### src/rtl/gen_sequencer.sv
// Generation sequencer: steps a row grid through LOAD -> COMPUTE -> WRITEBACK per generation.
// Optional macro GEN_SEQ_GEN_COUNTER_EN adds the completed-generation counter; otherwise generation reads 0.
module gen_sequencer #(
  parameter int ROWS           = 8,
  parameter int ADDR_W         = 3,
  parameter int COMPUTE_CYCLES = 2,
  parameter int GEN_W          = 16
) (
  input  logic              clk,
  input  logic              rst_n,
  input  logic              start,
  input  logic              continuous,
  input  logic              stop,
  input  logic              mem_ready,
  output logic [1:0]        phase,
  output logic [ADDR_W-1:0] row_addr,
  output logic              row_strobe,
  output logic              busy,
  output logic              gen_done,
  output logic [GEN_W-1:0]  generation
);

  typedef enum logic [1:0] {
    PH_IDLE      = 2'b00,
    PH_LOAD      = 2'b01,
    PH_COMPUTE   = 2'b10,
    PH_WRITEBACK = 2'b11
  } phase_e;

  localparam int                CNT_W    = (COMPUTE_CYCLES > 1) ? $clog2(COMPUTE_CYCLES) : 1;
  localparam logic [ADDR_W-1:0] LAST_ROW = ADDR_W'(ROWS - 1);
  localparam logic [CNT_W-1:0]  CNT_LOAD = CNT_W'(COMPUTE_CYCLES - 1);

  phase_e              state_q, state_d;
  logic [ADDR_W-1:0]   row_q, row_d;
  logic                run_q, run_d;
  logic                stop_q, stop_d;
  logic [CNT_W-1:0]    cnt_q, cnt_d;
  logic                done_q, done_d;
  logic                wb_last;

  assign wb_last = (state_q == PH_WRITEBACK) && mem_ready && (row_q == LAST_ROW);

  always_ff @(posedge clk or negedge rst_n) begin
    if (!rst_n) begin
      state_q <= PH_IDLE;
      row_q   <= '0;
      run_q   <= 1'b0;
      stop_q  <= 1'b0;
      cnt_q   <= '0;
      done_q  <= 1'b0;
    end else begin
      state_q <= state_d;
      row_q   <= row_d;
      run_q   <= run_d;
      stop_q  <= stop_d;
      cnt_q   <= cnt_d;
      done_q  <= done_d;
    end
  end

  always_comb begin
    state_d = state_q;
    row_d   = row_q;
    run_d   = run_q;
    cnt_d   = cnt_q;
    done_d  = 1'b0;
    case (state_q)
      PH_IDLE: begin
        if (start) begin
          state_d = PH_LOAD;
          row_d   = '0;
          run_d   = continuous;
        end
      end
      PH_LOAD: begin
        if (mem_ready) begin
          if (row_q == LAST_ROW) begin
            state_d = PH_COMPUTE;
            row_d   = '0;
            cnt_d   = CNT_LOAD;
          end else begin
            row_d = row_q + 1'b1;
          end
        end
      end
      PH_COMPUTE: begin
        // Counter holds the remaining dwell minus one; zero means this is the last cycle.
        row_d = '0;
        if (cnt_q == '0) begin
          state_d = PH_WRITEBACK;
        end else begin
          cnt_d = cnt_q - 1'b1;
        end
      end
      PH_WRITEBACK: begin
        if (wb_last) begin
          done_d  = 1'b1;
          row_d   = '0;
          state_d = (run_q && !stop_q && !stop) ? PH_LOAD : PH_IDLE;
        end else if (mem_ready) begin
          row_d = row_q + 1'b1;
        end
      end
      default: begin
        state_d = PH_IDLE;
        row_d   = '0;
      end
    endcase
    // Stop request is sticky until the block lands in IDLE.
    stop_d = (state_d == PH_IDLE) ? 1'b0 : (stop_q | stop);
  end

  always_comb begin
    phase      = state_q;
    row_addr   = row_q;
    row_strobe = (state_q == PH_LOAD) || (state_q == PH_WRITEBACK);
    busy       = (state_q != PH_IDLE);
    gen_done   = done_q;
  end

`ifdef GEN_SEQ_GEN_COUNTER_EN
  logic [GEN_W-1:0] gen_q, gen_d;

  assign gen_d = wb_last ? gen_q + 1'b1 : gen_q;

  always_ff @(posedge clk or negedge rst_n) begin
    if (!rst_n) begin
      gen_q <= '0;
    end else begin
      gen_q <= gen_d;
    end
  end

  assign generation = gen_q;
`else
  assign generation = '0;
`endif

endmodule
### config.mk
export PLATFORM = sky130hd
export DESIGN_NAME = gen_sequencer
export DESIGN_NICKNAME = d
export VERILOG_FILES = /design/src/rtl/gen_sequencer.sv
export SDC_FILE = /design/constraint.sdc
export NUM_CORES = 1
export LEC_CHECK = 0
export ABC_AREA = 0
export CAP_MARGIN = 20
export CORE_AREA = 5 5 42 44
export DETAILED_ROUTE_END_ITERATION = 10
export DIE_AREA = 0 0 47 49
export DONT_BUFFER_PORTS = 1
export GPL_ROUTABILITY_DRIVEN = 1
export PLACE_DENSITY_LB_ADDON = 0.1
export RECOVER_POWER = 100
export SYNTH_ARGS = -nofsm -noshare
export SYNTH_HDL_FRONTEND = slang
export SYNTH_SLANG_ARGS = --single-unit
### constraint.sdc
create_clock -name clk -period 1.52 [get_ports clk]
set_input_delay 0.304 -clock clk [delete_from_list [all_inputs] [get_ports clk]]
set_output_delay 0.304 -clock clk [all_outputs]
set_load 0.01 [all_outputs]
# Word-level counts from Yosys, hierarchy flattened
# Cells that the tools add are included.
totals:
  ff_bits: 9
  input_bits: 6
  wordCells: 51
op_classes:
  addsub: 2
  n_eq_ne: 8
  n_mux: 20
  bitwise: 1
  reduce_logical: 14
op_table:
  columns: ["cell", "n"]
  rows:
  - ["3-bit two-way mux", 5]
  - ["3-bit one-hot mux with 4 select lines", 1]
  - ["2-bit two-way mux", 5]
  - ["2-bit one-hot mux with 4 select lines", 1]
  - ["1-bit two-way mux", 7]
  - ["2-bit != test, second input constant", 3]
  - ["3-bit AND reduction", 2]
  - ["2-bit == test, second input constant", 2]
  - ["1-bit logical AND", 4]
  - ["2-bit logical NOT", 2]
  - ["2-bit nonzero test", 2]
  - ["3-bit by 1-bit adder with 3-bit output, second input constant", 1]
  - ["3-bit == test, second input constant", 1]
  - ["3-bit != test, second input constant", 1]
  - ["2-bit by 1-bit == test with 1-bit output, second input constant", 1]
  - ["1-bit logical NOT", 2]
  - ["1-bit one-hot mux with 2 select lines", 1]
  - ["2-bit AND reduction", 1]
  - ["1-bit logical OR", 1]
  - ["1-bit bitwise OR", 1]
  - ["1-bit subtractor, second input constant", 1]

# Longest topological paths before layout
logic_depth:
  ltp_word: 8
  mapped_depth: 5
  mapped_depth_nobuf: 5

# Least setup slack after synthesis
# OpenSTA, ideal clock, no wires.
synth_timing:
  path_kind: "register to register"
  start: "register row_q[0] (netlist: row_addr[0])"
  end: "register row_q[0] (netlist: row_addr[0])"
  setup_time_ps: 82
  arrival_time_ps: 1317
  slack_ps: 121
  stages_incl_launch_ff: 5
  n_path_buf: 0
  synth_period_minus_slack_ps: 1399
  path_cell_list: "dfrtp_1 ha_1 ha_1 or3b_1 a31oi_1"
synth_between:
  elab_chain_len: 4
synth_rtl:
  columns: ["item", "line_no", "source"]
  rows:
  - ["start: declaration", "35", "logic [ADDR_W-1:0] row_q, row_d;"]
  - ["start signal: assignment", "54", "row_q <= row_d;"]
  - ["3-bit by 1-bit adder with 3-bit output or 3-bit == test (tied branches)", null, null]
  - ["3-bit two-way mux (tied with other cells)", "101", "end else if (mem_ready) begin"]
  - ["3-bit two-way mux (tied with other cells)", "97", "if (wb_last) begin"]
  - ["3-bit one-hot mux with 4 select lines or 3-bit AND reduction (tied branches)", null, null]
# Parallel ways exist; a longest one is shown, timed or not. The select of a mux whose other input is x is not followed.
# A chain may end at the register's enable or synchronous reset.

# Final worst setup path
layout_timing:
  start: "register row_q[0] (netlist: row_addr[0])"
  end: "register stop_q"
layout_between:
  elab_chain_len: 6
layout_rtl:
  columns: ["item", "line_no", "source"]
  rows:
  - ["3-bit == test *", "42, 78", null]
  - ["2-bit two-way mux or 1-bit logical AND (tied branches)", "78, 42", null]
  - ["2-bit two-way mux, on equally long branches", "77, 97", null]
  - ["2-bit one-hot mux with 4 select lines *", "68", "case (state_q)"]
  - ["2-bit logical NOT *", "111", "stop_d = (state_d == PH_IDLE) ? 1'b0 : (stop_q | stop);"]
  - ["1-bit two-way mux *", "111", null]
  - ["via stop_d", "37", "logic stop_q, stop_d;"]
  - ["end signal: assignment", "56", "stop_q <= stop_d;"]
  - ["end: declaration", "37", null]
# The timed path passes the listed nets; every way through them passes the cells marked *.

==> results.toml <==
[pwr]
powerDensity_nw_per_um2 = 1757
power_w = 0.0009740
ir_worst_vdd_v = 0.0004912
p_leak_nw = 0.2684

[flow_run]
maxCapViolCount = 0

[worst_setup_path]
required_ns = 1.72
worst-path-buf-inv = 0
crit_path_cell_trace = "ha_1 -> ha_1 -> and3_1 -> and2_0 -> nor3_2"
path_max_fanout = 4
crit_family = "simple AND/OR/NAND/NOR gates"
reg2reg_to = "stop_q$_DFF_PN0_"
critical_path.endpoint_type = "register"
ff2ff_setup_slack_ns = 0.14
r2r-start = "row_addr[0]$_DFFE_PN0P_"
crit_arrival_ns = 1.58
crit_type = "register to register"
crit_cells = 5
crit_slowest_cell = "dfrtp_1"
ff2ff_path_depth = 5
crit_path_max_incr_delay_ns = 0.38
crit_top_cell = "ha_1"
critical_path.startpoint_type = "register"

[worst_hold_path]
worstHoldStart = "continuous"
hold_depth = 1
worstHoldEndpoint = "run_q$_DFFE_PN0P_"
holdCritPathClass = "input port to register"

[floorplanning]
die_area_um2 = 2303
die_w_um = 47
start_util_pct = 41.25
die_h_um = 49
io_pins = 30
core_um2 = 1401
num_rows = 14

[clock_tree]
cts_buffer_depth = 2
clock-sinks = 9
h-tree-depth = 1
root_buffer = "clkbuf_4"
clkSlewWorstSetupHoldPaths_ns = 0.06
cts_tree = "built"
cts_buffers = 3
insertion_delay_ns = 0.27
ctsResizeCount = 0

[route]
firstDrtPassIters = 3
via_per_inst = 4.375
postRouteAntennaNets = 0
drt_wl_total_um = 919
vias = 350
drt_iter0_drc = 6
wire_per_inst_um = 11.49
drcViolationCount = 0

[timing]
hold_viol_final = 0
timing.fmax_ghz = 0.7226
finalSetupViolations = 0
slew_viol_final = 0
setup_tns_ns = 0
finalCritPeriodShare_pct = 91.05
fin_skew_ns = 0.005328
fin_hold_ws_ns = 0.1826
period_minus_slack_ns = 1.384
rsz0062_at_grt = "no"

[cells_and_area]
multiInputGateArea_um2 = 257.7
mostFrequentLayoutCell = "conb_1"
fin_area_um2 = 554.3
fillers = 157
drive_gt1_share_pct = 12.50
seqCellArea_um2 = 225.2
final_nets = 73
area_delta_synth_final_pct = -4.112
final_cell_mix = "16 x conb_1, 9 x dfrtp_1, 6 x nand2_1"
diodes = 0

[synth]
syn_avg_cell_area_um2 = 9.798
ys_types = 23
ys_ff_latch = 9
synthCells = 59
synth_warnings = 0
synth_area_um2 = 578.1
synth-seq-area-share_pct = 38.96

[placement]
gp_congestion = 0.6608
dp_hpwl_um = 732.1
place_area_um2 = 544.3
portBuffers = 0

[grt]
antenna_found_initial = 0
grt_pass1_wl_mm = 1.476
globalRoute.totalOverflow = 0
grt_max_degree = 10
grt_usage_pct = 9.439
grt_pass1_vias = 329

[run_status]
outcome = "finished clean"
cell type report:
cell class	count	area share, %
clock buffer	4	4.740
inverter	1	0.6772
sequential	9	40.63
tap	16	3.612
multi-input combinational	46	46.50
timing repair buffer	4	3.837
Yosys cell counts:
cell type,n,area share [%]
ha_1,2,4.3
conb_1,1,0.65
or3b_1,1,1.5
buf_4,17,22
dfrtp_1,9,39
nor2_2,1,1.1
xor2_1,1,1.5
nor3_2,1,1.7
mux2_4,1,2.6
a31oi_1,1,1.1
and3_4,1,1.9
nor2_4,1,1.9
a2bb2oi_1,1,1.5
and2_4,1,1.5
nor2_1,3,1.9
nand2b_1,1,1.1
buf_2,1,0.86
a21oi_1,3,2.6
nand2_1,6,3.9
mux2_2,2,3.9
nand3_1,1,0.86
inv_1,1,0.65
o21ai_0,2,1.7
through the flow:
| step | util, % | worst slack, ns | instances |
|---|---|---|---|
| 2_1_floorplan | - | 0.1207 | 74 |
| 3_3_place_gp | 38.84 | 0.1367 | 75 |
| 3_5_place_dp | 38.84 | 0.1461 | 75 |
| 4_1_cts | 41.43 | 0.1332 | 80 |
| 5_1_grt | 39.55 | 0.02383 | 80 |
| 6_report | 39.55 | 0.1361 | 80 |
registers in the layout, indices dropped and copies added, names as in the netlist:
name / flops
stop_q: 1
phase: 2
run_q: 1
row_addr: 3
cnt_q: 1
gen_done: 1
power breakdown:
part | switching, W | internal [W] | total (W) | leakage, nW
Clock | 0.0000883 | 0.000101 | 0.000190 | 0.0150
Combinational | 0.000182 | 0.000157 | 0.000340 | 0.147
Sequential | 0.000108 | 0.000336 | 0.000445 | 0.106
what timing repair did:
item / in CTS / in global routing
hold buffers: 1 / 0
endpoints found under the hold margin: 9 / 0
buffers inserted: 0 / 0
worst max-delay path by stage:
stage | endpoint | startpoint | slack, ns
floorplan | row_addr[0]$_DFFE_PN0P_ | row_addr[0]$_DFFE_PN0P_ | 0.12
global placement | row_addr[0]$_DFFE_PN0P_ | row_addr[1]$_DFFE_PN0P_ | 0.14
detailed placement | row_addr[0]$_DFFE_PN0P_ | row_addr[0]$_DFFE_PN0P_ | 0.15
CTS | row_addr[0]$_DFFE_PN0P_ | row_addr[0]$_DFFE_PN0P_ | 0.13
global route | stop_q$_DFF_PN0_ | row_addr[0]$_DFFE_PN0P_ | 0.02
finish | stop_q$_DFF_PN0_ | row_addr[0]$_DFFE_PN0P_ | 0.14
routing by layer:
layer	track usage (%)	part of all wire [%]	wire [µm]
met2	14.25	49	454
met5	0	0	0
met3	1.476	9.0	83
met4	11.06	5.4	50
met1	9.459	36	330
kinds of logic (layout without fill, tap and decap cells):
family	count (synthesis)	in the layout	share of synthesized area, %
adder cells (fa/ha/maj)	2	2	4.328
other	1	16	0.6487
XOR/XNOR	1	1	1.515
AO/OA/AOI/OAI	7	7	6.927
multiplexers	3	3	6.492
buffers and inverters	19	9	23.59
flip-flops	9	9	38.96
AND/OR/NAND/NOR	17	17	17.53
worst register-to-register path: cells and delay by family (launching register included):
family                     cells  cell delay [ns]
and+or+nand+nor                3             0.54
adders and majority gates      2             0.39
DFF                            1             0.38
Note: power is estimated with default switching activity, not from simulation.
